### config.mk
export PLATFORM = sky130hd
export DESIGN_NAME = display_arbiter
export DESIGN_NICKNAME = d
export VERILOG_FILES = /design/src/rtl/display_arbiter.sv
export SDC_FILE = /design/constraint.sdc
export NUM_CORES = 1
export LEC_CHECK = 0
export CORE_MARGIN = 10
export CORE_UTILIZATION = 53
export CTS_CLUSTER_DIAMETER = 120
export CTS_CLUSTER_SIZE = 28
export DETAILED_ROUTE_END_ITERATION = 16
export PLACE_DENSITY_LB_ADDON = 0.05
export SLEW_MARGIN = 20
export SYNTH_ARGS = -nofsm -noshare
export SYNTH_HDL_FRONTEND = slang
export SYNTH_SLANG_ARGS = --single-unit
### constraint.sdc
create_clock -name clk -period 5.2 [get_ports clk]
set_input_delay 0.78 -clock clk [delete_from_list [all_inputs] [get_ports clk]]
set_output_delay 0.78 -clock clk [all_outputs]
set_load 0.02 [all_outputs]
### src/rtl/display_arbiter.sv
// Round-robin arbiter granting one of three requesters the 4-digit display for a fixed hold time.
// Latched values saturate at 9999; an early request drop ends the hold without a done pulse.
module display_arbiter #(
    parameter int unsigned HOLD_CYCLES = 100_000_000,
    parameter int unsigned IDLE_BLANK  = 1
) (
    input  logic        clk,
    input  logic        rst,
    input  logic [2:0]  req,
    input  logic [13:0] num0,
    input  logic [13:0] num1,
    input  logic [13:0] num2,
    output logic [13:0] number,
    output logic        blank,
    output logic [2:0]  gnt,
    output logic [2:0]  done,
    output logic        ovf
);

    typedef enum logic [1:0] {StIdle, StHold, StRelease} state_e;

    localparam logic [26:0] HoldLast  = 27'(HOLD_CYCLES - 1);
    localparam logic        IdleBlank = (IDLE_BLANK != 0);
    localparam logic [13:0] MaxShown  = 14'd9999;

    state_e      state_q, state_d;
    logic [26:0] cnt_q, cnt_d;
    logic [1:0]  last_q, last_d;
    logic [13:0] number_q, number_d;
    logic        blank_q, blank_d;
    logic [2:0]  gnt_q, gnt_d;
    logic [2:0]  done_q, done_d;
    logic        ovf_q, ovf_d;

    logic [3:0]  req_ext;
    logic [1:0]  win;
    logic [1:0]  cand;
    logic        found;
    logic [13:0] num_sel;

    // Padding bit keeps the round-robin index in range for any 2-bit candidate.
    assign req_ext = {1'b0, req};

    always_comb begin
        win   = 2'd0;
        cand  = 2'd0;
        found = 1'b0;
        for (int unsigned k = 1; k <= 3; k++) begin
            cand = 2'((32'(last_q) + k) % 3);
            if (!found && req_ext[cand]) begin
                win   = cand;
                found = 1'b1;
            end
        end
    end

    always_comb begin
        case (win)
            2'd0:    num_sel = num0;
            2'd1:    num_sel = num1;
            default: num_sel = num2;
        endcase
    end

    always_comb begin
        state_d  = state_q;
        cnt_d    = cnt_q;
        last_d   = last_q;
        gnt_d    = 3'b000;
        done_d   = 3'b000;
        number_d = 14'd0;
        blank_d  = IdleBlank;
        ovf_d    = 1'b0;

        case (state_q)
            StIdle: begin
                if (|req) begin
                    state_d  = StHold;
                    cnt_d    = 27'd0;
                    last_d   = win;
                    gnt_d    = 3'b001 << win;
                    blank_d  = 1'b0;
                    if (num_sel > MaxShown) begin
                        number_d = MaxShown;
                        ovf_d    = 1'b1;
                    end else begin
                        number_d = num_sel;
                    end
                end
            end
            StHold: begin
                // last_q is the current owner while holding.
                if (!req_ext[last_q]) begin
                    state_d = StIdle;
                end else if (cnt_q == HoldLast) begin
                    state_d = StRelease;
                    done_d  = 3'b001 << last_q;
                end else begin
                    cnt_d    = cnt_q + 27'd1;
                    gnt_d    = gnt_q;
                    number_d = number_q;
                    ovf_d    = ovf_q;
                    blank_d  = 1'b0;
                end
            end
            StRelease: begin
                state_d = StIdle;
            end
            default: begin
                state_d = StIdle;
            end
        endcase
    end

    always_ff @(posedge clk) begin
        if (rst) begin
            state_q  <= StIdle;
            cnt_q    <= 27'd0;
            last_q   <= 2'd2;
            gnt_q    <= 3'b000;
            done_q   <= 3'b000;
            number_q <= 14'd0;
            blank_q  <= IdleBlank;
            ovf_q    <= 1'b0;
        end else begin
            state_q  <= state_d;
            cnt_q    <= cnt_d;
            last_q   <= last_d;
            gnt_q    <= gnt_d;
            done_q   <= done_d;
            number_q <= number_d;
            blank_q  <= blank_d;
            ovf_q    <= ovf_d;
        end
    end

    assign number = number_q;
    assign blank  = blank_q;
    assign gnt    = gnt_q;
    assign done   = done_q;
    assign ovf    = ovf_q;

endmodule
==> run_results.csv, run 1 <==
group,metric,value,unit
finish,diodes,0,
place,place.detailed.instances,460,
place,port_buffers,68,
setup_path,cp_slowest_stage_delay,0.54,ns
sta,crit_path_time_final,3.073,ns
cts,clk-insertion-delay-late,0.30,ns
setup_path,worstSetupStartpoint,"req[0]",
synthesis,mappedNetlistNets,387,
setup_path,path_max_fanout,12,
hold_path,hold-path-endpoint,"ovf$_SDFFE_PP0P_",
sta,timing.max_slew.rel_slack,33.26,%
global_route,grt_pass1_wl,12.52,mm
hold_path,hp-start,"ovf$_SDFFE_PP0P_",
synthesis,top_reg_cell_synth,"sky130_fd_sc_hd__dfxtp_1",
global_route,grt_max_degree,28,
setup_path,worst_r2r_startpoint,"last_q[0]$_SDFFE_PP0P_",
floorplanning,floorplan.initialDensity,54.12,%
power_and_ir_drop,power.static_leakage,1.203,nW
sta,finClkSkew,0.007255,ns
setup_path,timing.critical_path.slowest_stage_cell,"sky130_fd_sc_hd__nor2_1",
floorplanning,core_region,0.005042,mm^2
synthesis,synth_xor_area_share,6.740,%
power_and_ir_drop,irDropWorstVdd,0.0002165,V
cts,cts.sink_count,53,
drt,detail_route.wl_per_cell,15.81,um
synthesis,post_synth_inst_count,336,
cts,cts.reportedPaths.clkPinSlew,0.09,ns
power_and_ir_drop,pwr_density_cell,273.7,mW/mm^2
synthesis,yosys-mux-area-fraction,0.7336,%
synthesis,synthesis.yosys.warnings,0,
drt,drt-vias-per-instance,5.649,
outcome,run_status,"completed",
drt,dr.pass1.iters,4,
finish,postLayoutCellArea,0.003532,mm^2
sta,timing.final.setup_violations,0,
cts,cts-buffers-inserted,5,
cts,clockRootBuffer,"sky130_fd_sc_hd__clkbuf_8",
floorplanning,floorplan.io_pins,69,
sta,max_freq,325.4,MHz
sta,fin_crit_sh,59.10,%
synthesis,synthesis.area,0.002729,mm^2
drt,drc_errors,0,
finish,instances_no_fill,467,
hold_path,min_delay_path_class,"reg2reg",
setup_path,cp_cell_sequence,"clkdlybuf4s50_1 -> o21bai_1 -> a32o_1 -> nor2_1 -> a22oi_1 -> a41oi_1 -> o21ai_1 -> a32o_1",
place,hpwl,5.677,mm
drt,antenna_left,0,
setup_path,timing.critical_path.mode_cell,"sky130_fd_sc_hd__a32o_1",
floorplanning,die_h,91.76,um
cts,clockBufferDepth,2,
cts,cts_tree,"yes",
sta,setup_repair_after_global_routing_missed_its_margin,"no",
global_route,antenna_found_initial,0,
synthesis,synth_enable_flop_cells,0,
cts,post_cts.resized_instances,0,
setup_path,r2r_cells,9,
sta,slew_at_the_pin_closest_to_its_max_slew_limit,1.001,ns
finish,flow.area_growth_from_synthesis,29.44,%
setup_path,ff2ff_setup_slack,2.16,ns
place,finalWeightedCongestion,0.9247,
sta,finalHoldViolations,0,
setup_path,end_of_the_worst_register_to_register_path,"number[12]$_SDFFE_PP0P_",
drt,detailroute.via_count,2638,
cts,h_tree_depth_reported_by_cts,2,
finish,mostFrequentLayoutCell,"sky130_fd_sc_hd__clkdlybuf4s50_1",
finish,layout-drive-gt1-share,4.534,%
global_route,global_route.usage.met1,22.27,%
hold_path,min_path_cells,2,
synthesis,synth-adder-area-share,1.834,%
place,placed_area,0.003428,mm^2
floorplanning,die_width,91.76,um
setup_path,timing.critical_path.to_type,"flip-flop",
synthesis,yosys_register_bits,53,
cts,postCtsSetupBuffers,0,
setup_path,cp_data_arrival_time,3.27,ns
setup_path,timing.critical_path.from_type,"primary input",
synthesis,combinational_family_with_the_most_area_after_synthesis,"simple AND/OR/NAND/NOR gates",
global_route,globalRouteOverflowTotal,0,
floorplanning,die_area,0.008419,mm^2
synthesis,synth.distinct_cells,56,
sta,final.hold.worst_slack,0.4526,ns
sta,finalSetupTns,0,ns
global_route,globalRouteTotalUtil,17.42,%
sta,slew_violations,0,
synthesis,synth_compound_area_share,20.63,%
synthesis,synth_sequential_area_ratio,38.88,%
floorplanning,fp-row-count,26,
finish,most-common-layout-cells,"sky130_fd_sc_hd__clkdlybuf4s50_1, sky130_fd_sc_hd__dfxtp_1, sky130_fd_sc_hd__nor2_1",
finish,nNetsFinal,448,
setup_path,crit_type,"in2reg",
synthesis,synth_simple_gate_area_share,26.32,%
finish,finalCoreUtilization,70.05,%
setup_path,cp.required,5.40,ns
global_route,grt_pass1_vias,2651,
drt,detail_route.wirelength,7.384,mm
drt,detailedRoute.firstIterationViolations,117,
global_route,globalRoute.busiestLayer,"met2",
synthesis,avgSynthCellArea,8.122,um^2
synthesis,postSynth.asyncResetShare,0,%
cts,cts_hold_buffers,0,
global_route,grt_util_met3,2.934,%
global_route,grt_use_met2,29.03,%
flow_run,cap_viol_max_count,0,
-- power breakdown --
part           total, mW  switching, mW  internal [mW]
combinational      0.256          0.140          0.116
sequential         0.443         0.0151          0.428
clock              0.267          0.127          0.140
total              0.967          0.282          0.684
-- Yosys cell counts (all sizes together) (2+ instances only) --
| library cell | count | area share, % |
|---|---|---|
| ha | 4 | 1.8 |
| nand2b | 5 | 1.1 |
| clkbuf | 10 | 1.4 |
| nand2 | 35 | 4.8 |
| mux2i | 2 | 0.73 |
| nand4 | 5 | 1.1 |
| inv | 15 | 2.1 |
| o31ai | 2 | 0.55 |
| buf | 5 | 1.4 |
| o21ai | 12 | 2.3 |
| a22oi | 2 | 0.55 |
| or4 | 3 | 1.1 |
| and4 | 3 | 0.96 |
| nor3 | 22 | 4.6 |
| a21oi | 26 | 4.9 |
| a211oi | 2 | 0.55 |
| a311oi | 3 | 0.96 |
| o221ai | 4 | 1.3 |
| or3 | 6 | 1.4 |
| xnor2 | 16 | 5.1 |
| nor2 | 43 | 5.9 |
| a32o | 6 | 2.2 |
| a2bb2oi | 4 | 1.3 |
| o21a | 2 | 0.55 |
| xor2 | 5 | 1.6 |
| nor4 | 4 | 1.1 |
| dfxtp | 53 | 39 |
| nand3 | 13 | 2.4 |
| a31oi | 6 | 1.4 |
-- cell type report --
| class | instances | area, um^2 |
|---|---|---|
| Tap cell | 70 | 87.58 |
| Clock buffer | 5 | 68.82 |
| Multi-Input combinational cell | 253 | 1535 |
| Inverter | 15 | 56.30 |
| Timing Repair Buffer | 69 | 688.2 |
| Clock inverter | 2 | 35.03 |
| Fill cell | 426 | 1510 |
| Sequential cell | 53 | 1061 |
-- cell families (layout without fill, tap and decap cells) --
kind of cell,after synthesis,after routing
AOI/OAI and AO/OA,81,81
xor gates and xnor gates,21,21
adders and majority gates,4,4
buffers and inverters,30,91
DFF,53,53
muxes,2,2
and+or+nand+nor,145,145
-- how the worst max path moves through the flow --
stage / to
after floorplan: number[11]$_SDFFE_PP0P_
after global placement: number[11]$_SDFFE_PP0P_
after detailed placement: number[11]$_SDFFE_PP0P_
after CTS: number[11]$_SDFFE_PP0P_
after global routing: number[12]$_SDFFE_PP0P_
final: number[12]$_SDFFE_PP0P_
-- stage by stage --
step / setup slack [ns] / power, mW
after floorplan: 2.828 / 0.6035
after global placement: 1.850 / 0.7055
after detailed placement: 1.837 / 0.7072
after CTS: 2.154 / 0.9756
after global routing: 1.866 / 1.015
final: 2.127 / 0.9667
-- sequential cells by signal, summed over array words and instances (netlist names) --
| signal | count |
|---|---|
| number | 14 |
| gnt | 3 |
| done | 3 |
| state_q | 2 |
| cnt_q | 27 |
| blank | 1 |
| last_q | 2 |
| ovf | 1 |
-- critical path, delay by kind of cell --
kind                   cells  cell delay, ns
AND/OR/NAND/NOR            1            0.54
buffers and inverters      1            0.45
AO/OA/AOI/OAI              6            1.49
-- per-layer routing --
layer	routed length [um]	up-vias
li1	-	1330
met5	0	-
met3	372	13
met1	3476	1209
met2	3396	86
met4	138	0
Power figures use the tool's default switching activity.
==> run 2: changes to the inputs <==
- CORE_UTILIZATION: 53 -> 44
- clock period: 5.2 -> 2.8 ns (I/O delays scaled with it)
==> run 2 against run 1 <==
Critical endpoint is now number[5]$_SDFFE_PP0P_. Sequential share of layout area is 0.90 points lower. Die area grew 16%. Utilization decreased by 8.9 points. Routed wire length increased by 2.3%. Clock skew is 0.0060 ns higher. Register-to-register slack worse by 2.0 ns.
==> run_results.csv, run 2 (synthesis results as in run 1) <==
group,metric,value,unit
sta,setup_ws_post_layout,0.1319,ns
sta,finalHoldViolations,0,
power_and_ir_drop,register_share_of_total_power,45.2,%
cts,clockBufferDepth,2,
drt,antenna_left,0,
power_and_ir_drop,power_frac_clock,27.0,%
sta,finClkSkew,0.01328,ns
place,place.detailed.instances,478,
place,pre_cts_ws,0.1012,ns
setup_path,ff2ff_setup_slack,0.13,ns
cts,cts_tree,"yes",
drt,detail_route.wl_per_cell,15.58,um
finish,diodes,0,
place,placed_area,0.003532,mm^2
setup_path,crit_type,"reg2reg",
sta,fin_crit_sh,95.29,%
drt,drc_errors,0,
finish,mostFrequentLayoutCell,"sky130_fd_sc_hd__clkdlybuf4s50_1",
setup_path,timing.critical_path.from_type,"flip-flop",
sta,crit_path_time_final,2.668,ns
hold_path,hp-start,"ovf$_SDFFE_PP0P_",
hold_path,min_path_cells,2,
sta,slew_at_the_pin_closest_to_its_max_slew_limit,0.5035,ns
finish,most-common-layout-cells,"sky130_fd_sc_hd__clkdlybuf4s50_1, sky130_fd_sc_hd__dfxtp_1, sky130_fd_sc_hd__nor2_1",
sta,timing.final.setup_violations,0,
flow_run,cap_viol_max_count,0,
global_route,grt_pass1_wl,12.56,mm
power_and_ir_drop,power_switching,525.4,uW
drt,detail_route.wirelength,7.555,mm
finish,register_area,0.001061,mm^2
finish,finalCoreUtilization,61.13,%
setup_path,cp_data_arrival_time,2.85,ns
setup_path,end_of_the_worst_register_to_register_path,"number[5]$_SDFFE_PP0P_",
cts,cts_hold_buffers,0,
finish,largest_reg_by_ff_count,"cnt_q",
setup_path,r2r_cells,9,
finish,postLayoutCellArea,0.003641,mm^2
place,hpwl,5.979,mm
finish,largest_register_ff_count,27,
finish,number_of_filler_cells_placed_in_the_layout,555,
power_and_ir_drop,fraction_of_power_consumed_by_combinational_cells,27.7,%
floorplanning,die_area,0.009752,mm^2
place,finalWeightedCongestion,0.9564,
hold_path,min_delay_path_class,"reg2reg",
finish,multi_input_area,0.001540,mm^2
drt,routed-wl-met3,375,um
cts,postCtsSetupBuffers,0,
cts,clockRootBuffer,"sky130_fd_sc_hd__clkbuf_8",
power_and_ir_drop,pwr_density_cell,499.1,mW/mm^2
finish,instances_no_fill,485,
hold_path,hold-path-endpoint,"ovf$_SDFFE_PP0P_",
drt,total_length_of_routed_met2_wires,3.429,mm
floorplanning,floorplan.io_pins,69,
global_route,antenna_found_initial,0,
drt,detailroute.via_count,2645,
drt,detailedRoute.firstIterationViolations,108,
drt,dr.pass1.iters,4,
setup_path,cp.required,2.98,ns
floorplanning,floorplan.initialDensity,45.82,%
setup_path,worst_r2r_startpoint,"last_q[1]$_SDFFE_PP1P_",
setup_path,timing.critical_path.to_type,"flip-flop",
place,port_buffers,68,
floorplanning,fp-row-count,28,
outcome,run_status,"completed",
cts,cts.reportedPaths.clkPinSlew,0.09,ns
power_and_ir_drop,power.total,1.817,mW
sta,max_freq,374.8,MHz
power_and_ir_drop,power.static_leakage,1.269,nW
finish,layout-drive-gt1-share,7.805,%
floorplanning,core_region,0.005956,mm^2
global_route,globalRouteOverflowTotal,0,
sta,timing.max_slew.rel_slack,65.57,%
setup_path,path_max_fanout,9,
drt,drt-vias-per-instance,5.454,
cts,clk-insertion-delay-late,0.30,ns
cts,post_cts.resized_instances,0,
finish,nNetsFinal,461,
floorplanning,die_width,98.75,um
sta,setup_repair_after_global_routing_missed_its_margin,"yes",
power_and_ir_drop,switching_share,28.91,%
cts,h_tree_depth_reported_by_cts,2,
sta,slew_violations,0,
power_and_ir_drop,internal_power,1.292,mW
drt,routedLengthMet1,3.629,mm
floorplanning,die_h,98.75,um
sta,final.hold.worst_slack,0.4716,ns
global_route,grt_pass1_vias,2503,
sta,finalSetupTns,0,ns
finish,flow.area_growth_from_synthesis,33.42,%
cts,cts-buffers-inserted,5,
power_and_ir_drop,irDropWorstVdd,0.0002851,V
cts,cts.sink_count,53,
global_route,grt_max_degree,28,
drt,top_layer,"met4",
global_route,globalRouteTotalUtil,15.10,%
[run 2: how the worst max path moves through the flow]
| stage | startpoint | end | slack, ns |
|---|---|---|---|
| after detailed placement | req[0] | number[11]$_SDFFE_PP0P_ | 0.10 |
| after global routing | last_q[0]$_SDFFE_PP0P_ | number[0]$_SDFFE_PP0P_ | -0.05 |
| after CTS | last_q[1]$_SDFFE_PP1P_ | number[5]$_SDFFE_PP0P_ | 0.15 |
| after floorplan | last_q[0]$_SDFFE_PP0P_ | number[11]$_SDFFE_PP0P_ | 0.43 |
| after global placement | req[2] | cnt_q[17]$_SDFFE_PP0P_ | 0.13 |
| final | last_q[1]$_SDFFE_PP1P_ | number[5]$_SDFFE_PP0P_ | 0.13 |
[run 2: routing by layer]
metal	track usage, %	vias to the layer above
met5	0	-
met4	4.741	0
met3	3.561	8
met2	22.95	63
met1	20.48	1223
li1	-	1351
[run 2: critical path, stage by stage (launching register included)]
cell	delay [ns]
sky130_fd_sc_hd__dfxtp_1	0.43
sky130_fd_sc_hd__inv_1	0.11
sky130_fd_sc_hd__ha_1	0.30
sky130_fd_sc_hd__a21oi_1	0.21
sky130_fd_sc_hd__a32o_1	0.25
sky130_fd_sc_hd__nor2_1	0.12
sky130_fd_sc_hd__o311a_1	0.34
sky130_fd_sc_hd__a41oi_1	0.34
sky130_fd_sc_hd__o21ai_1	0.21
sky130_fd_sc_hd__a32o_1	0.26
[run 2: layout make-up]
cell class / instances / area share (%)
multi-input combinational: 253 / 42.30
sequential: 53 / 29.14
timing repair buffer: 82 / 21.58
tap: 75 / 2.577
clock buffer: 5 / 1.890
inverter: 15 / 1.546
clock inverter: 2 / 0.9622
[run 2: power groups by stage]
stage	logic, mW	registers, mW	clock network (mW)
floorplan	0.242	0.879	0
global placement	0.499	0.838	0
detailed placement	0.500	0.839	0
CTS	0.503	0.821	0.509
global route	0.557	0.826	0.532
finish	0.504	0.821	0.492
==> RTL edit, RTL diff (flow settings as in run 2) <==
The parameter `HOLD_CYCLES` goes from 100_000_000 to 50_000_000.
--- a/src/rtl/display_arbiter.sv
+++ b/src/rtl/display_arbiter.sv
@@ -1,7 +1,7 @@
 // Round-robin arbiter granting one of three requesters the 4-digit display for a fixed hold time.
 // Latched values saturate at 9999; an early request drop ends the hold without a done pulse.
 module display_arbiter #(
-    parameter int unsigned HOLD_CYCLES = 100_000_000,
+    parameter int unsigned HOLD_CYCLES = 50_000_000,
     parameter int unsigned IDLE_BLANK  = 1
 ) (
     input  logic        clk,
Check against the original RTL: no difference found for any inputs over 10 cycles, from zero or initial values and one cycle with rst high; that may be too few to reach the edited logic, so the function may still have changed.
==> RTL edit against run 2 <==
- synthesized cell count up 2.4%
- synthesized area up 2.3%
- sequential cell count unchanged
- routed wire length down 1.8%
- first-iteration DRC count up 0.93%
- via count about the same
- worst hold slack worse by 0.030 ns
- sequential share of layout area down 0.85 points
- worst setup slack better by 0.018 ns
- power up 3.0%
- design area up 3.1%
- largest power group unchanged
==> RTL edit: results (changes against run 2) <==
| Metric | Value |
|---|---|
| Iter 0 DRT Violations | `109 (was 108)` |
| FF-to-FF setup slack | `0.15 ns (was 0.13 ns)` |
| Post-synthesis mux area share | `1.48% (was 0.734%)` |
| Sequential cell power | `830 uW (was 821 uW)` |
| Post-synthesis sequential area ratio | `38.0% (was 38.9%)` |
| Syn avg cell area | `8.12 um2 (about the same)` |
| Pleak | `1.38 nW (was 1.27 nW)` |
| Adder-cell share of the synthesized area | `1.79% (was 1.83%)` |
| Arr. time, crit path | `2.88 ns (was 2.85 ns)` |
| R2R depth | `10 (was 9)` |
| FF-to-FF End | `number[3]$_SDFFE_PP0P_ (was number[5]$_SDFFE_PP0P_)` |
| Syn Nets | `395 (was 387)` |
| Setup ws final | `0.150 ns (was 0.132 ns)` |
| M1 GR Usage | `18.7% (was 20.5%)` |
| Post-Synth XOR/XNOR Area | `6.90% (was 6.74%)` |
| Tot GR Track Use | `14.6% (was 15.1%)` |
| Outcome | `finished clean (unchanged)` |
| Met3 Use GR | `3.53% (was 3.56%)` |
| Met2 Resource Use GR | `24.1% (was 22.9%)` |
| Crit Path Max Fanout | `7 (was 9)` |
| Unique masters post-synth | `57 (was 56)` |
| # fillers | `524 (was 555)` |
| Placed Cells | `490 (was 478)` |
| Peak supply drop | `0.302 mV (was 0.285 mV)` |
| Met2 wire length | `3370 um (was 3430 um)` |
| Post-DP Area | `3620 um2 (was 3530 um2)` |
==> RTL edit: cell types whose count changed after synthesis, moves of 5 or more <==
cell / delta
a32o_1: -5
o211ai_1: +9
inv_1: +5
a21oi_1: -11
nor2_1: +6
nand2b_1: +5
==> RTL edit: worst min-delay path, cell delays in order, from the launching register on <==
cell and delay [ns]:
dfxtp_1 0.32, nand2_1 0.05, nand2_1 0.04
==> RTL edit: logic make-up after synthesis <==
logic type,Yosys count
adder cells (fa/ha/maj),4
XOR/XNOR,22
multiplexers,4
flip-flops,53
AND/OR/NAND/NOR,155
buffers and inverters,35
AO/OA/AOI/OAI,71
==> RTL edit: repair_timing <==
item                       in CTS  in global routing
resized for setup               0                  3
buffers inserted                0                  2
setup endpoints to repair       0                  5
==> RTL edit: cell type report <==
type / instances / share of cell area, %
Clock buffer: 5 / 1.83
Clock inverter: 2 / 1.03
Inverter: 20 / 2.00
Multi-Input combinational cell: 256 / 42.2
Sequential cell: 53 / 28.3
Tap cell: 75 / 2.50
Timing Repair Buffer: 88 / 22.1
